===== config.mk =====
export PLATFORM = sky130hd
export DESIGN_NAME = instr_packer
export DESIGN_NICKNAME = d
export VERILOG_FILES = /design/src/rtl/riscv_pkg.sv /design/src/rtl/imm_pack.sv /design/src/rtl/instr_packer.sv
export SDC_FILE = /design/constraint.sdc
export NUM_CORES = 1
export LEC_CHECK = 0
export ABC_AREA = 1
export CORE_AREA = 2 2 116 118
export CTS_CLUSTER_SIZE = 8
export DETAILED_ROUTE_END_ITERATION = 8
export DIE_AREA = 0 0 118 120
export PLACE_DENSITY = 0.7
export SLEW_MARGIN = 20
export SYNTH_ARGS = -nofsm -noshare
export SYNTH_HDL_FRONTEND = slang
export SYNTH_SLANG_ARGS = --single-unit

===== constraint.sdc =====
create_clock -name clk -period 1.4 [get_ports clk]
set_input_delay 0.35 -clock clk [delete_from_list [all_inputs] [get_ports clk]]
set_output_delay 0.35 -clock clk [all_outputs]
set_load 0.02 [all_outputs]

===== src/rtl/riscv_pkg.sv =====
`default_nettype none
// ----------------------------------------------------------------------------
// riscv_pkg: immediate-format codes, packer error codes and packer FSM states.
// Rev 1.0
// ----------------------------------------------------------------------------
package riscv_pkg;

  localparam logic [1:0] IMM_I = 2'b00;
  localparam logic [1:0] IMM_S = 2'b01;
  localparam logic [1:0] IMM_B = 2'b10;
  localparam logic [1:0] IMM_J = 2'b11;

  localparam logic [1:0] ERR_NONE  = 2'b00;
  localparam logic [1:0] ERR_RANGE = 2'b01;
  localparam logic [1:0] ERR_ALIGN = 2'b10;
  localparam logic [1:0] ERR_OVF   = 2'b11;

  typedef enum logic [2:0] {
    ST_IDLE  = 3'd0,
    ST_PACK  = 3'd1,
    ST_WRITE = 3'd2,
    ST_DONE  = 3'd3,
    ST_ERROR = 3'd4
  } packer_state_t;

endpackage
`default_nettype wire


===== src/rtl/imm_pack.sv =====
`default_nettype none
// ----------------------------------------------------------------------------
// imm_pack: combinational I/S/B/J scatter of an immediate plus range/alignment checks.
// Rev 1.0
// ----------------------------------------------------------------------------
module imm_pack
  import riscv_pkg::*;
(
  input  logic [1:0]  i_immsrc,
  input  logic [6:0]  i_opcode,
  input  logic [4:0]  i_rd,
  input  logic [2:0]  i_funct3,
  input  logic [4:0]  i_rs1,
  input  logic [4:0]  i_rs2,
  input  logic [31:0] i_imm,
  output logic [31:0] o_word,
  output logic        o_range_err,
  output logic        o_align_err
);

  always_comb begin
    o_word      = 32'h0000_0000;
    o_range_err = 1'b0;
    o_align_err = 1'b0;
    case (i_immsrc)
      IMM_I: begin
        o_word      = {i_imm[11:0], i_rs1, i_funct3, i_rd, i_opcode};
        o_range_err = (i_imm[31:11] != {21{i_imm[31]}});
      end
      IMM_S: begin
        o_word      = {i_imm[11:5], i_rs2, i_rs1, i_funct3, i_imm[4:0], i_opcode};
        o_range_err = (i_imm[31:11] != {21{i_imm[31]}});
      end
      IMM_B: begin
        o_word      = {i_imm[12], i_imm[10:5], i_rs2, i_rs1, i_funct3,
                       i_imm[4:1], i_imm[11], i_opcode};
        o_range_err = (i_imm[31:12] != {20{i_imm[31]}});
        o_align_err = i_imm[0];
      end
      default: begin
        // J: bit 0 of the byte offset is implied and must be zero
        o_word      = {i_imm[20], i_imm[10:1], i_imm[11], i_imm[19:12], i_rd, i_opcode};
        o_range_err = (i_imm[31:20] != {12{i_imm[31]}});
        o_align_err = i_imm[0];
      end
    endcase
  end

endmodule
`default_nettype wire


===== src/rtl/instr_packer.sv =====
`default_nettype none
// ----------------------------------------------------------------------------
// instr_packer: packs decoded fields into RV32 words and writes them to instruction memory.
// Rev 1.0
// ----------------------------------------------------------------------------
module instr_packer
  import riscv_pkg::*;
#(
  parameter int DEPTH  = 64,
  parameter int ADDR_W = 6
) (
  input  logic              clk,
  input  logic              reset_n,
  input  logic              in_valid,
  output logic              in_ready,
  input  logic [1:0]        in_immsrc,
  input  logic [6:0]        in_opcode,
  input  logic [4:0]        in_rd,
  input  logic [2:0]        in_funct3,
  input  logic [4:0]        in_rs1,
  input  logic [4:0]        in_rs2,
  input  logic [31:0]       in_imm,
  input  logic              in_last,
  output logic              wr_en,
  output logic [ADDR_W-1:0] wr_addr,
  output logic [31:0]       wr_data,
  output logic [ADDR_W:0]   count,
  output logic              done,
  output logic              err,
  output logic [1:0]        err_code
);

  localparam logic [ADDR_W:0] C_DEPTH = (ADDR_W+1)'(DEPTH);
  localparam logic [ADDR_W:0] C_ONE   = (ADDR_W+1)'(1);

  packer_state_t r_state;
  logic [1:0]    r_immsrc;
  logic [6:0]    r_opcode;
  logic [4:0]    r_rd;
  logic [2:0]    r_funct3;
  logic [4:0]    r_rs1;
  logic [4:0]    r_rs2;
  logic [31:0]   r_imm;
  logic          r_last;
  logic [31:0]   r_word;

  logic [31:0]   w_word;
  logic          w_range_err;
  logic          w_align_err;

  imm_pack u_imm_pack (
    .i_immsrc    (r_immsrc),
    .i_opcode    (r_opcode),
    .i_rd        (r_rd),
    .i_funct3    (r_funct3),
    .i_rs1       (r_rs1),
    .i_rs2       (r_rs2),
    .i_imm       (r_imm),
    .o_word      (w_word),
    .o_range_err (w_range_err),
    .o_align_err (w_align_err)
  );

  always_ff @(posedge clk) begin
    if (!reset_n) begin
      r_state  <= ST_IDLE;
      in_ready <= 1'b0;
      wr_en    <= 1'b0;
      wr_addr  <= '0;
      wr_data  <= 32'h0000_0000;
      count    <= '0;
      done     <= 1'b0;
      err      <= 1'b0;
      err_code <= ERR_NONE;
      r_immsrc <= IMM_I;
      r_opcode <= 7'd0;
      r_rd     <= 5'd0;
      r_funct3 <= 3'd0;
      r_rs1    <= 5'd0;
      r_rs2    <= 5'd0;
      r_imm    <= 32'h0000_0000;
      r_last   <= 1'b0;
      r_word   <= 32'h0000_0000;
    end else begin
      wr_en <= 1'b0;
      case (r_state)
        ST_IDLE: begin
          // in_ready is held low for the first cycle out of reset
          if (!in_ready) begin
            in_ready <= 1'b1;
          end else if (in_valid) begin
            r_immsrc <= in_immsrc;
            r_opcode <= in_opcode;
            r_rd     <= in_rd;
            r_funct3 <= in_funct3;
            r_rs1    <= in_rs1;
            r_rs2    <= in_rs2;
            r_imm    <= in_imm;
            r_last   <= in_last;
            in_ready <= 1'b0;
            r_state  <= ST_PACK;
          end
        end
        ST_PACK: begin
          r_word <= w_word;
          if (count == C_DEPTH) begin
            err      <= 1'b1;
            err_code <= ERR_OVF;
            r_state  <= ST_ERROR;
          end else if (w_range_err) begin
            err      <= 1'b1;
            err_code <= ERR_RANGE;
            r_state  <= ST_ERROR;
          end else if (w_align_err) begin
            err      <= 1'b1;
            err_code <= ERR_ALIGN;
            r_state  <= ST_ERROR;
          end else begin
            r_state <= ST_WRITE;
          end
        end
        ST_WRITE: begin
          wr_en   <= 1'b1;
          wr_addr <= count[ADDR_W-1:0];
          wr_data <= r_word;
          count   <= count + C_ONE;
          if (r_last) begin
            done    <= 1'b1;
            r_state <= ST_DONE;
          end else begin
            in_ready <= 1'b1;
            r_state  <= ST_IDLE;
          end
        end
        ST_DONE, ST_ERROR: begin
          in_ready <= 1'b0;
        end
        default: begin
          r_state <= ST_IDLE;
        end
      endcase
    end
  end

endmodule
`default_nettype wire


# Word-level counts from Yosys, hierarchy flattened
# Cells that the tools add are included.
# W data, S select, Z words.
# word_totals
out_inout_bits	51
ramBits	0
latch_bits	0
reg_bits	146
inputBits	63
mem_count	0
wordCells	65
romBits	0
# classes
n_eq_ne	13
magnitude_cmp	0
n_reduce_logical	11
multipliers	0
n_div	0
n_mux	21
n_bitwise	1
add_sub_neg	1
shift	0
# op_table
operator	n
$pmux W32 S3	1
$ne A20 B20 Y1	1
$ne A19 B19 Y1	1
$mux W3	5
$pmux W3 S4	1
$ne A11 B11 Y1	1
$mux W1	8
$mux W2	4
$add A7 B1 Y7 const B	1
$eq A7 B7 Y1 const B	1
$eq A3 B2 Y1 const B	2
$ne A2 B2 Y1 const B	3
$reduce_and A2 Y1	3
$reduce_and A3 Y1	2
$reduce_bool A3 Y1	2
$reduce_or A2 Y1	2
$eq A3 B1 Y1 const B	1
$eq A3 B3 Y1 const B	1
$logic_not A3 Y1	1
$pmux W1 S3	1
$eq A2 B1 Y1 const B	1
$eq A2 B2 Y1 const B	1
$logic_not A2 Y1	1
$pmux W1 S2	1
$not A1 Y1	1

# Logic depth before layout (Yosys ltp)
# Gate-level depths: netlist of the first run.
# depth
word_depth	7
mapped_depth	11
ltp_nobuf	10

# Hierarchy
# Synthesis of the first run repeated with hierarchy kept, for this count alone.
# hier_totals
cells_unflattened	806
area_unflattened_um2	5948.2
# modules_own_cells
mod	cells_per_inst	area_each_um2	instances	seq_area_each_um2
instr_packer	681	5308.8	1	2922.8
imm_pack	125	639.4	1	0.0

# Least setup slack after synthesis of the first run
# OpenSTA, ideal clock, no wires.
# synth_timing
kind	register to register
from	register count[0]
to	register err_code[0]
setup_time_ps	70
path_slack_ps	-9
required_time_ps	1330
t_arrival_ps	1339
path_stages_with_launch	10
synth_period_minus_slack_ps	1409
n_path_buf	0
cell_sequence	dfxtp_1 inv_1 ha_1 nand3_1 o21ai_0 inv_1 nand3_2 nand2_2 nand2_1 a21oi_1
# synth_between
elab_chain_len	3
elab_cells_between_ends	4
classes_between	eq/ne: 1; mux: 1; reduce/logical: 2
# synth_rtl
element	line	text
start, declared	instr_packer.sv:27	output logic [ADDR_W:0] count,
start signal, assigned	instr_packer.sv:126	count <= count + C_ONE;
$eq A7 B7 Y1 *	instr_packer.sv:106	if (count == C_DEPTH) begin
$reduce_bool A3 Y1 (no line)	--	
$reduce_and A2 Y1 (no line)	--	
end signal, assigned	instr_packer.sv:108	err_code <= ERR_OVF;
end signal, assigned	instr_packer.sv:112	err_code <= ERR_RANGE;
end signal, assigned	instr_packer.sv:116	err_code <= ERR_ALIGN;
end, declared	instr_packer.sv:30	output logic [1:0] err_code
# Every way passes the cells marked *; elsewhere a longest branch is shown, timed or not.
# A chain may end at the register's enable or synchronous reset.

# Final worst setup path of the first run
# layout_timing
from	register count[6]
to	register err_code[0]
# The elaborated chain is that of the path after synthesis.

==> results of run 1 <==
[critical path, cell delays in order (launching register included)]
cell	delay (ns)
sky130_fd_sc_hd__dfxtp_2	0.32
sky130_fd_sc_hd__inv_1	0.06
sky130_fd_sc_hd__nor3_2	0.20
sky130_fd_sc_hd__nand3_2	0.17
sky130_fd_sc_hd__buf_4	0.17
sky130_fd_sc_hd__buf_4	0.13
sky130_fd_sc_hd__nand3_1	0.07
sky130_fd_sc_hd__nand2_1	0.08
sky130_fd_sc_hd__a21oi_1	0.15
[path summary, 6_finish.rpt]
path,startpoint,to,cells after the start
max,count[6],err_code[0],8
min,reset_n,r_imm[3],3
max reg2reg,count[6],err_code[0],8
min reg2reg,err,err,2
[area by class of cell]
type / instances / area [sq um]
Multi-Input combinational cell: 492 / 2404
Timing Repair Buffer: 163 / 1538
Clock buffer: 25 / 505.5
Inverter: 53 / 214.0
Fill cell: 1176 / 5090
Tap cell: 176 / 220.2
Clock inverter: 5 / 75.07
Sequential cell: 146 / 2934
[cell usage after synthesis (2+ instances only)]
| library cell | instances | area share |
|---|---|---|
| sky130_fd_sc_hd__ha_1 | 2 | 0.0044 |
| sky130_fd_sc_hd__o21ai_1 | 2 | 0.0018 |
| sky130_fd_sc_hd__buf_2 | 22 | 0.020 |
| sky130_fd_sc_hd__clkbuf_1 | 21 | 0.014 |
| sky130_fd_sc_hd__nand4_1 | 2 | 0.0022 |
| sky130_fd_sc_hd__a21oi_1 | 132 | 0.12 |
| sky130_fd_sc_hd__clkbuf_2 | 2 | 0.0018 |
| sky130_fd_sc_hd__nand3_1 | 51 | 0.045 |
| sky130_fd_sc_hd__inv_1 | 45 | 0.030 |
| sky130_fd_sc_hd__o21ai_0 | 58 | 0.051 |
| sky130_fd_sc_hd__nand3_2 | 2 | 0.0035 |
| sky130_fd_sc_hd__nand2_2 | 2 | 0.0022 |
| sky130_fd_sc_hd__nor3_1 | 2 | 0.0018 |
| sky130_fd_sc_hd__o211ai_1 | 11 | 0.015 |
| sky130_fd_sc_hd__nand2_1 | 162 | 0.11 |
| sky130_fd_sc_hd__nor2_1 | 53 | 0.035 |
| sky130_fd_sc_hd__inv_2 | 8 | 0.0053 |
| sky130_fd_sc_hd__dfxtp_1 | 146 | 0.52 |
| sky130_fd_sc_hd__nor3_2 | 2 | 0.0035 |
[layer usage]
metal	routed length (um)	up-vias	part of all wire
met5	0	-	0
met4	344	0	0.022
met3	849	26	0.054
met2	7571	171	0.48
met1	7086	2570	0.45
li1	-	2717	-
[kinds of logic after synthesis]
| logic type | count (synthesis) |
|---|---|
| compound gates | 209 |
| fa+ha+maj | 2 |
| buf+inv | 101 |
| flops | 146 |
| simple gates | 280 |
[metrics by stage]
step | total power [mW] | hold slack, ns | setup TNS (ns)
final | 14.00 | 0.3273 | -0.03212
after floorplan | 7.804 | 0.4245 | 0
after detailed placement | 9.190 | 0.4434 | -16.08
after CTS | 13.85 | 0.3147 | 0
after global placement | 9.086 | 0.4360 | -14.96
after global routing | 14.74 | 0.3239 | -0.7779
[power by group]
group / switching, mW / total [mW] / leakage [nW] / internal, mW
Clock: 1.62 / 4.45 / 0.289 / 2.83
Combinational: 2.45 / 4.10 / 1.62 / 1.66
Sequential: 0.503 / 5.45 / 1.19 / 4.94
[flip-flops by register name, summed over array words and instances, names as in the netlist, 2 cells and up]
name / count
count: 7
err_code: 2
r_funct3: 3
r_imm: 32
r_immsrc: 2
r_opcode: 7
r_rd: 5
r_rs1: 5
r_rs2: 5
r_state: 3
r_word: 32
wr_addr: 6
wr_data: 32
[timing repair]
| item | 4_1_cts | 5_1_grt |
|---|---|---|
| cloned | 1 | 2 |
| setup endpoints to repair | 76 | 94 |
| resized for setup | 181 | 48 |
| buffers inserted | 5 | 2 |
| pin swaps | 4 | 16 |
| endpoints found under the hold margin | 0 | 0 |
==> impl_summary.md, run 1 <==
Run status
The run finished, with violations left. The checks that failed: setup timing.

Global routing
The layer flagged by global routing as most heavily used is met2. The global routing usage summed across all routing layers is 0.2203. The met1 usage is 0.2825.

Summed over all layers, the global routing overflow is 0. The first global-routing pass estimated 24.97 mm of wire. The via count of the first global-routing pass was 5,155. The number of antenna violations at the first check in global routing came to 0. The maximum number of pins on one net before global-route repair is 52. The met3 track demand over resource in global routing is 0.04990. The met2 capacity usage during global routing is 0.3608.

Floorplan
During I/O placement, the number of pins put on the boundary was 114. In this run the horizontal extent of the chip is 118 um. In this run the vertical extent of the chip is 120 um. The initial standard-cell utilization of the core is 0.4349. The core region is 12,980 sq um. In this run the core area contains 42 standard-cell rows.

The die covers 14,160 sq um.

Logic synthesis
Synthesis inferred 146 register bits. The synthesized instance count is 738. The share of the yosys chip area belonging to registers is 0.5177. Yosys printed 0 warnings. The netlist area before placement is 5645 sq um.

The post-synthesis cell type count is 32. The complex-gate fraction of the synthesized area came to 0.1939. The simple logic cell fraction of the synthesized area is 0.2094.

The post-synthesis area per instance is 7.650 sq um. Synthesis produced a netlist with a net count of 803. The multiplexer fraction of the synthesized cell area is 0. The share of synthesized flip-flops with an asynchronous set or reset is 0. After synthesis, the largest family of logic cells by area is simple AND/OR/NAND/NOR gates. Of the total synthesized cell area, the portion taken by full adders, half adders and majority gates is 0.004433. Counting flops with a built-in enable in the synthesized netlist gives 0.

The post-synthesis share of cell area spent on xor and xnor gates is 0. In the synthesized netlist the dominant register cell turns out to be sky130_fd_sc_hd__dfxtp_1.

Setup path
STA classifies the critical path startpoint as a register. Setup slack on the worst reg-to-reg path comes out at -0.02 ns. STA classifies the critical path endpoint as a register.

The required time at the endpoint of the critical path is 1.75 ns. At the worst endpoint, the arrival time is 1.77 ns. Along the worst path, the maximum fanout reaches 3. The startpoint-to-endpoint class of the critical path is register to register.

CTS
The later pin in the worst-skew pair is clocked with a latency of 0.42 ns. Clock-pin slew was measured on the worst setup and hold paths at 0.06 ns. Buffers inserted during clock tree synthesis total 17. The hold buffer count at CTS is 0. Clock tree synthesis selected as its root buffer the cell sky130_fd_sc_hd__clkbuf_16. The clock sink count is 146. The H-tree depth is 4. TritonCTS built the clock tree.

The clock passes through at most 2 buffers.

Placed design
The placed wire-length estimate is 10.69 mm. The setup slack at placement is -0.3507 ns. Counting tap cells, the placed design contains a total of 1,020 instances. Routability-driven placement finished with a final weighted congestion of 0.8367. The number of I/O port buffers is 113. Summing all placed instances gives a cell area of 7159 sq um.

Job
The tool flagged a number of max-cap violations equal to 0.

Pwr
For this design the static power due to leakage is 3.095 nW. Power spread over the standard cell area amounts to 1774 nW/um^2. The largest vdd supply drop is 1.033 mV.

Routing
The starting DRC count in detailed routing is 476. The final route contains 5,484 vias. In the routed design, unresolved DRC markers number 0. The length of the first detailed-routing pass in iterations is 5. The post-detailed-route wirelength per cell is 14.95 um. For this block, the routed nets add up to 15.85 mm of wire. The number of nets still failing antenna checks after routing is 0.

Using the TritonRoute via totals, the vias-per-cell ratio works out to 5.174.

Layout
The repair_antennas step left the layout with diodes totalling 0. For this run, the number of standard cells in the final layout without fillers is 1,060. At the end of the flow the core is filled with cells to 0.6079. The top cell types in the final layout, fill and taps aside, are sky130_fd_sc_hd__nand2_1, sky130_fd_sc_hd__dfxtp_1, sky130_fd_sc_hd__a21oi_1, sky130_fd_sc_hd__clkdlybuf4s50_1. The share of final-layout standard cells stronger than drive strength 1 is 0.1957. The final non-filler cell area is 7890 sq um.

The most common cell after layout, fill and taps aside is sky130_fd_sc_hd__nand2_1. Compared with the post-synthesis result, the final layout area differs by 39.76%. The layout net count is 938.

Timing
The final max-slew violation count came to 0. After layout, the minimum clock period comes to 1.420 ns. The fmax is 0.7042 GHz. The final clock skew is 0.006150 ns. The number of endpoints with negative hold slack in the final report is 0.

Headroom to the max-slew limit came out at 0.7922. Setup violations remaining at the end of the flow were counted as 2. Dividing the final minimum period by the clock period gives 1.014.

Once routing completed, OpenROAD measured the worst setup slack at -0.01998 ns. The actual transition at the worst max-transition pin is 0.3084 ns. Setup repair after global routing could not meet its margin everywhere.

Hold path
The worst hold path belongs to the class input port to register.
(Power assumes the default switching activity.)
==> inputs of run 2 (changes only) <==
CELL_PAD_IN_SITES_DETAIL_PLACEMENT = 1   (was unset)
CELL_PAD_IN_SITES_GLOBAL_PLACEMENT = 2   (was unset)
CORE_AREA = 2 2 131 133   (was 2 2 116 118)
DIE_AREA = 0 0 133 135   (was 0 0 118 120)
DONT_BUFFER_PORTS = 1   (was unset)
PLACE_DENSITY = unset   (was 0.7)
PLACE_DENSITY_LB_ADDON = 0.1   (was unset)
==> impl_summary.md, run 2 (synthesized netlist as in run 1, its figures left out) <==
Pwr
The largest vdd supply drop is 0.9138 mV (-12%). The overall power of the completed layout came to 15.54 mW (+11%). The power density of the placed cells is 2178 nW/um^2 (+23%).

The leakage power total was 2.676 nW (-14%).

Setup path
The startpoint-to-endpoint class of the critical path is register to register. STA classifies the critical path startpoint as a register. The maximum single-stage delay on the critical path is 0.38 ns (+0.06 ns).

The maximum fanout count along the critical path was 8 (+5). STA classifies the critical path endpoint as a register. Traced cell by cell, the critical path runs through buf_4 > nand2_2 > nand3_2 > nor2_2 > nand2_1 > nand2_2 > nand4_1 > nand3_1 > nand2_1 > inv_1. The arrival time of data at the critical path endpoint is 1.82 ns (+0.05 ns). Among all stages on the critical path, the largest delay is contributed by sky130_fd_sc_hd__dfxtp_4.

The depth of the worst register-to-register path came to 10 (+2). The required time at the endpoint of the critical path is 1.78 ns (+0.03 ns).

CTS
The H-tree depth was 4 (unchanged). TritonCTS built the clock tree. The clock sink count is 146 (unchanged). The hold buffer count at CTS is 0 (unchanged). The post-CTS clock slew at the launch and capture registers of the worst setup and hold paths is 0.06 ns (about the same). The latest clock arrival within the worst-skew pair is 0.44 ns (+0.02 ns). The number of buffers between clock root and the deepest sink was 2 (unchanged). The TritonCTS buffer count is 17 (unchanged).

The root buffer cell is sky130_fd_sc_hd__clkbuf_16.

Floorplan
The die width is 133 um (+13%). The vertical extent of the die came to 135 um (+13%). The initial standard-cell utilization of the core came to 0.3441 (-0.09085). The floorplan die area is 17,960 sq um (+27%). The core footprint is 16,410 sq um (+26%). The number of placement rows is 47 (+12%).

The number of ports placed on the die boundary is 114 (unchanged).

Timing
Setup repair after global routing could not meet its margin everywhere. The final critical-path required period is 1.441 ns (+0.02095 ns). The final clock skew is 0.02111 ns (+0.01496 ns). The summed negative setup slack over all endpoints was -0.1499 ns (-0.1177 ns).

The number of endpoints failing setup at the final stage is 5 (+3). The final max-slew violation count is 0 (unchanged). The actual transition at the worst max-transition pin is 0.3638 ns (+0.05544 ns). The worst relative slew slack came to 0.7575 (-0.03479). The worst-case setup margin in the final layout is -0.04094 ns (-0.02095 ns). The final critical-path share of the clock period is 1.029 (+0.01497). The fmax was 0.6940 GHz (-1.5%). The number of endpoints with negative hold slack in the final report was 0 (unchanged).

Layout
The area growth from synthesis to layout is 26.40%. The most common cell after layout, fill and taps aside is sky130_fd_sc_hd__nand2_1. The number of diodes added for antenna fixing is 0 (unchanged). The fill cell total of the finished layout is 1,969 (+67%). In the final layout, the registers with the most flip-flops are r_imm (32), r_word (32), wr_data (32). The top cell types in the final layout, fill and taps aside, are sky130_fd_sc_hd__nand2_1, sky130_fd_sc_hd__dfxtp_1, sky130_fd_sc_hd__a21oi_1, sky130_fd_sc_hd__nor2_1, sky130_fd_sc_hd__nand3_1. The final non-filler cell area came to 7136 sq um (-9.6%). The share of final-layout standard cells stronger than drive strength 1 is 0.1781 (-0.01764). The layout net count is 828 (-12%).

Global routing
The maximum number of pins on one net before global-route repair was 67 (+29%). The number of antenna violations at the first check in global routing is 0 (unchanged). The overflow left after global routing is 0 (unchanged). The global routing usage summed across all routing layers was 0.2027 (-0.01761).

The global-route wire length before repair is 27.83 mm (+11%). The via count of the first global-routing pass is 5,025 (-2.5%).

Placed design
The final weighted congestion in routability-driven placement is 0.8076 (-3.5%). The placed wire-length estimate was 12.06 mm (+13%). The placed standard-cell area is 6053 sq um (-15%). The number of I/O port buffers was 0 (-100%).

Hold path
The number of stages on the worst hold path is 2 (-1). In this run the worst hold path is classified as input port to register.

Routing
The length of the first detailed-routing pass in iterations is 6 (+1). The via count was 5,097 (-7.1%). The starting DRC count in detailed routing is 234 (-51%). The number of vias per cell after detailed routing is 5.123 (-0.99%). The number of nets still failing antenna checks after routing is 0 (unchanged). The wire length after detailed routing is 18.05 mm (+14%). The post-detailed-route wirelength per cell is 18.14 um (+21%). The total DRC errors in the routed layout is 0 (unchanged).

Run status
The run finished, with violations left. The checks that failed: setup timing.

Job
The reported max-cap violation count is 0 (unchanged).
-- run 2: cell types whose count changed in the layout (fill, tap and decap cells not counted), sizes merged --
cell,previous run,this run
inv,53,52
clkbuf,28,24
buf,74,51
clkinv,3,2
clkdlybuf4s50,61,0
clkinvlp,0,2
bufinv,2,6
clkdlybuf4s15,25,0
-- run 2: final timing paths --
kind / startpoint / endpoint / slack (ns)
min reg2reg: r_rs2[4] / r_rs2[4] / 0.46
min: reset_n / r_state[1] / 0.04
max reg2reg: r_imm[31] / r_state[1] / -0.04
max: r_imm[31] / r_state[1] / -0.04
-- run 2: critical path: cells and delay by family (launching register included) --
kind	cells	cell delay (ns)
buffers and inverters	2	0.19
DFF	1	0.38
and+or+nand+nor	8	0.82
-- run 2: per-stage QoR --
stage / hold slack, ns / utilization / setup slack, ns / cells
6_report: 0.04249 / 0.4349 / -0.04094 / 995
3_3_place_gp: 0.4383 / 0.3689 / -0.1810 / 948
2_1_floorplan: 0.4245 / - / 0.04377 / 738
5_1_grt: 0.04611 / 0.4349 / -0.1139 / 995
4_1_cts: 0.03198 / 0.4182 / -0.04908 / 986
3_5_place_dp: 0.4476 / 0.3689 / -0.2205 / 948
-- run 2: report_power, final --
| part | switching [mW] | internal (mW) |
|---|---|---|
| registers | 0.597 | 4.95 |
| clock network | 1.77 | 3.47 |
| logic | 2.73 | 2.03 |
-- run 2: timing repair --
item,4_1_cts,5_1_grt
endpoints found under the setup margin,30,86
pin swaps,3,15
gates cloned,1,3
hold endpoints to repair,0,0
resized for setup,21,57
buffers inserted,6,6
-- run 2: metal layers --
| metal | part of all wire | track usage | routed length (um) | vias up |
|---|---|---|---|---|
| li1 | - | - | - | 2491 |
| met1 | 0.49 | 0.2780 | 8774 | 2476 |
| met2 | 0.45 | 0.3025 | 8129 | 110 |
| met3 | 0.047 | 0.05743 | 844 | 20 |
| met4 | 0.017 | 0.07826 | 301 | 0 |
| met5 | 0 | 0 | 0 | - |
-- run 2: layout make-up --
cell class              count  area [sq um]  area share
clock buffers              22         474.2     0.06646
multi-input cells         492          2451      0.3435
flip-flops and latches    146          2937      0.4115
well taps                 220         275.3     0.03858
inverters                  53         212.7     0.02981
clock inverters             9         201.4     0.02823
repair buffers             53         584.3     0.08189
==> inputs of run 3 (changes only) <==
CELL_PAD_IN_SITES_DETAIL_PLACEMENT = 2   (was 1)
==> impl_summary.md, run 3 (synthesized netlist as in run 1, its figures left out) <==
Routing
The starting DRC count in detailed routing is 204 (-13%). The number of nets still failing antenna checks after routing is 0 (unchanged). The number of vias per cell after detailed routing came to 5.270 (+2.9%). The total DRC errors in the routed layout is 0 (unchanged). The wire length after detailed routing came to 22.47 mm (+24%).

The post-detailed-route wirelength per cell was 22.24 um (+23%). The via count is 5,323 (+4.4%). The length of the first detailed-routing pass in iterations was 4 (-2).

Global routing
The global routing usage summed across all routing layers is 0.2183 (+0.01553). The global-route wire length before repair came to 30.30 mm (+8.9%). The overflow left after global routing is 0 (unchanged). The maximum number of pins on one net before global-route repair is 67 (unchanged).

The number of antenna violations at the first check in global routing is 1 (+1). The via count of the first global-routing pass is 5,432 (+8.1%).

Floorplan
The floorplan die area came to 17,960 sq um (unchanged). The number of ports placed on the die boundary is 114 (unchanged). The core footprint was 16,410 sq um (unchanged). The vertical extent of the die is 135 um (unchanged). The die width is 133 um (unchanged).

The initial standard-cell utilization of the core is 0.3441 (unchanged). The number of placement rows came to 47 (unchanged).

Placed design
The placed standard-cell area is 6053 sq um (unchanged). The setup slack at placement is -0.2410 ns (-0.02049 ns). The final weighted congestion in routability-driven placement is 0.8076 (unchanged). The placed wire-length estimate is 13.06 mm (+8.3%). The number of I/O port buffers is 0 (unchanged).

CTS
The post-CTS clock slew at the launch and capture registers of the worst setup and hold paths is 0.06 ns (about the same). The TritonCTS buffer count is 17 (unchanged). The latest clock arrival within the worst-skew pair is 0.43 ns (about the same). The clock sink count was 146 (unchanged). TritonCTS built the clock tree. The tree is rooted in a sky130_fd_sc_hd__clkbuf_16. The hold buffer count at CTS is 0 (unchanged). The number of buffers between clock root and the deepest sink is 2 (unchanged).

The H-tree depth is 4 (unchanged).

Timing
The fmax is 0.6157 GHz (-11%). The final critical-path share of the clock period was 1.160 (+0.1309). The final critical-path required period is 1.624 ns (+0.1832 ns). The worst hold margin came to 0.08533 ns (+0.04284 ns). The summed negative setup slack over all endpoints is -3.201 ns (-3.051 ns).

The final max-slew violation count is 0 (unchanged). The number of endpoints failing setup at the final stage is 41 (+36). The number of endpoints with negative hold slack in the final report is 0 (unchanged). The worst-case setup margin in the final layout was -0.2241 ns (-0.1832 ns). The worst relative slew slack is 0.7481 (-0.009313). The final clock skew was 0.007338 ns (-0.01378 ns). The actual transition at the worst max-transition pin was 0.3773 ns (+0.01345 ns). Setup repair after global routing could not meet its margin everywhere.

Hold path
The end point of the most critical hold path is count[6]. The launch instance of the worst min-delay path is reset_n. The number of stages on the worst hold path is 2 (unchanged). The type of the tightest min-delay check is input port to register.

Layout
The largest registers in the layout are r_imm (32), r_word (32), wr_data (32). In the layout the commonest cells are sky130_fd_sc_hd__nand2_1, sky130_fd_sc_hd__dfxtp_1, sky130_fd_sc_hd__a21oi_1, sky130_fd_sc_hd__inv_1, sky130_fd_sc_hd__nand3_1. The layout net count is 846 (+2.2%). The area growth from synthesis to layout is 32.56%.

Leaving out fill and tap cells, the most frequent cell in the layout is sky130_fd_sc_hd__nand2_1. The final non-filler cell area is 7483 sq um (+4.9%). The share of final-layout standard cells stronger than drive strength 1 is 0.2535 (+0.07542).

Pwr
The largest vdd supply drop came to 1.046 mV (+14%). The overall power of the completed layout is 16.00 mW (+2.9%). The power density of the placed cells came to 2138 nW/um^2 (-1.8%). The leakage power total is 2.715 nW (+1.5%).

Job
The reported max-cap violation count is 0 (unchanged).

Setup path
The endpoint identified for the worst register-to-register timing path is r_state[1]. The setup slack of the worst register-to-register path is -0.22 ns (-0.18 ns). The startpoint type of the worst setup path is a register.

The reg-to-reg critical path startpoint is r_imm[11]. The worst setup path is of the register to register kind. The maximum fanout count along the critical path is 4 (-4). The required time at the endpoint of the critical path is 1.77 ns (about the same).

The arrival time of data at the critical path endpoint came to 1.99 ns (+0.17 ns). STA classifies the critical path endpoint as a register. The depth of the worst register-to-register path is 9 (-1).

Run status
The run finished, with violations left. The checks that failed: setup timing.
==> run 3: cell count changes in the layout (fill, tap and decap cells not counted), sizes merged <==
cell / before / now
diode: 0 / 1
bufinv: 6 / 1
inv: 52 / 51
clkinv: 2 / 6
buf: 51 / 67
==> run 3: critical path, cell delays in order, from the launching register on <==
cell	delay, ns
sky130_fd_sc_hd__dfxtp_1	0.44
sky130_fd_sc_hd__inv_1	0.14
sky130_fd_sc_hd__nand3_1	0.14
sky130_fd_sc_hd__nand3_2	0.11
sky130_fd_sc_hd__a21oi_2	0.15
sky130_fd_sc_hd__buf_4	0.14
sky130_fd_sc_hd__nand4_1	0.18
sky130_fd_sc_hd__nand3_1	0.14
sky130_fd_sc_hd__nand2_1	0.08
sky130_fd_sc_hd__inv_1	0.06
==> run 3: worst max path at each step <==
stage / start / end / slack, ns / cells past startpoint
global route: r_imm[11] / r_state[1] / -0.34 / 9
detailed placement: count[6] / r_state[1] / -0.24 / 9
finish: r_imm[11] / r_state[1] / -0.22 / 9
CTS: r_imm[31] / r_state[1] / -0.11 / 10
floorplan: count[1] / err_code[0] / 0.04 / 9
global placement: count[6] / err_code[0] / -0.18 / 9
==> run 3: power by group <==
| part | internal, mW | total (mW) | switching (mW) | leakage, nW |
|---|---|---|---|---|
| clock network | 2.38 | 4.10 | 1.72 | 0.247 |
| logic | 2.75 | 6.25 | 3.50 | 1.28 |
| registers | 4.95 | 5.65 | 0.703 | 1.19 |
| total | 10.1 | 16.0 | 5.92 | 2.72 |
==> run 3: metal layers <==
layer,part of all wire,up-vias,GRT usage
met1,0.44,2644,0.2837
met5,0,-,0
met2,0.49,119,0.3630
li1,-,2532,-
met4,0.022,0,0.06750
met3,0.052,28,0.04880
==> run 3: stage by stage <==
step | util | instances
floorplan | - | 738
global placement | 0.3689 | 948
detailed placement | 0.3689 | 948
CTS | 0.4112 | 985
global route | 0.4560 | 1009
finish | 0.4561 | 1010
==> run 3: layout make-up <==
class | instances | area [sq um]
flip-flops and latches | 146 | 2940
diodes | 1 | 2.502
well taps | 220 | 275.3
repair buffers | 71 | 850.8
inverters | 53 | 215.2
clock buffers | 20 | 436.7
fillers | 1773 | 8924
clock inverters | 7 | 66.31
multi-input cells | 492 | 2696
==> run 3: what timing repair did <==
item | in CTS | in global routing
endpoints found under the setup margin | 41 | 108
pin swaps | 12 | 22
gates cloned | 2 | 5
resized for setup | 33 | 147
buffers inserted | 8 | 19
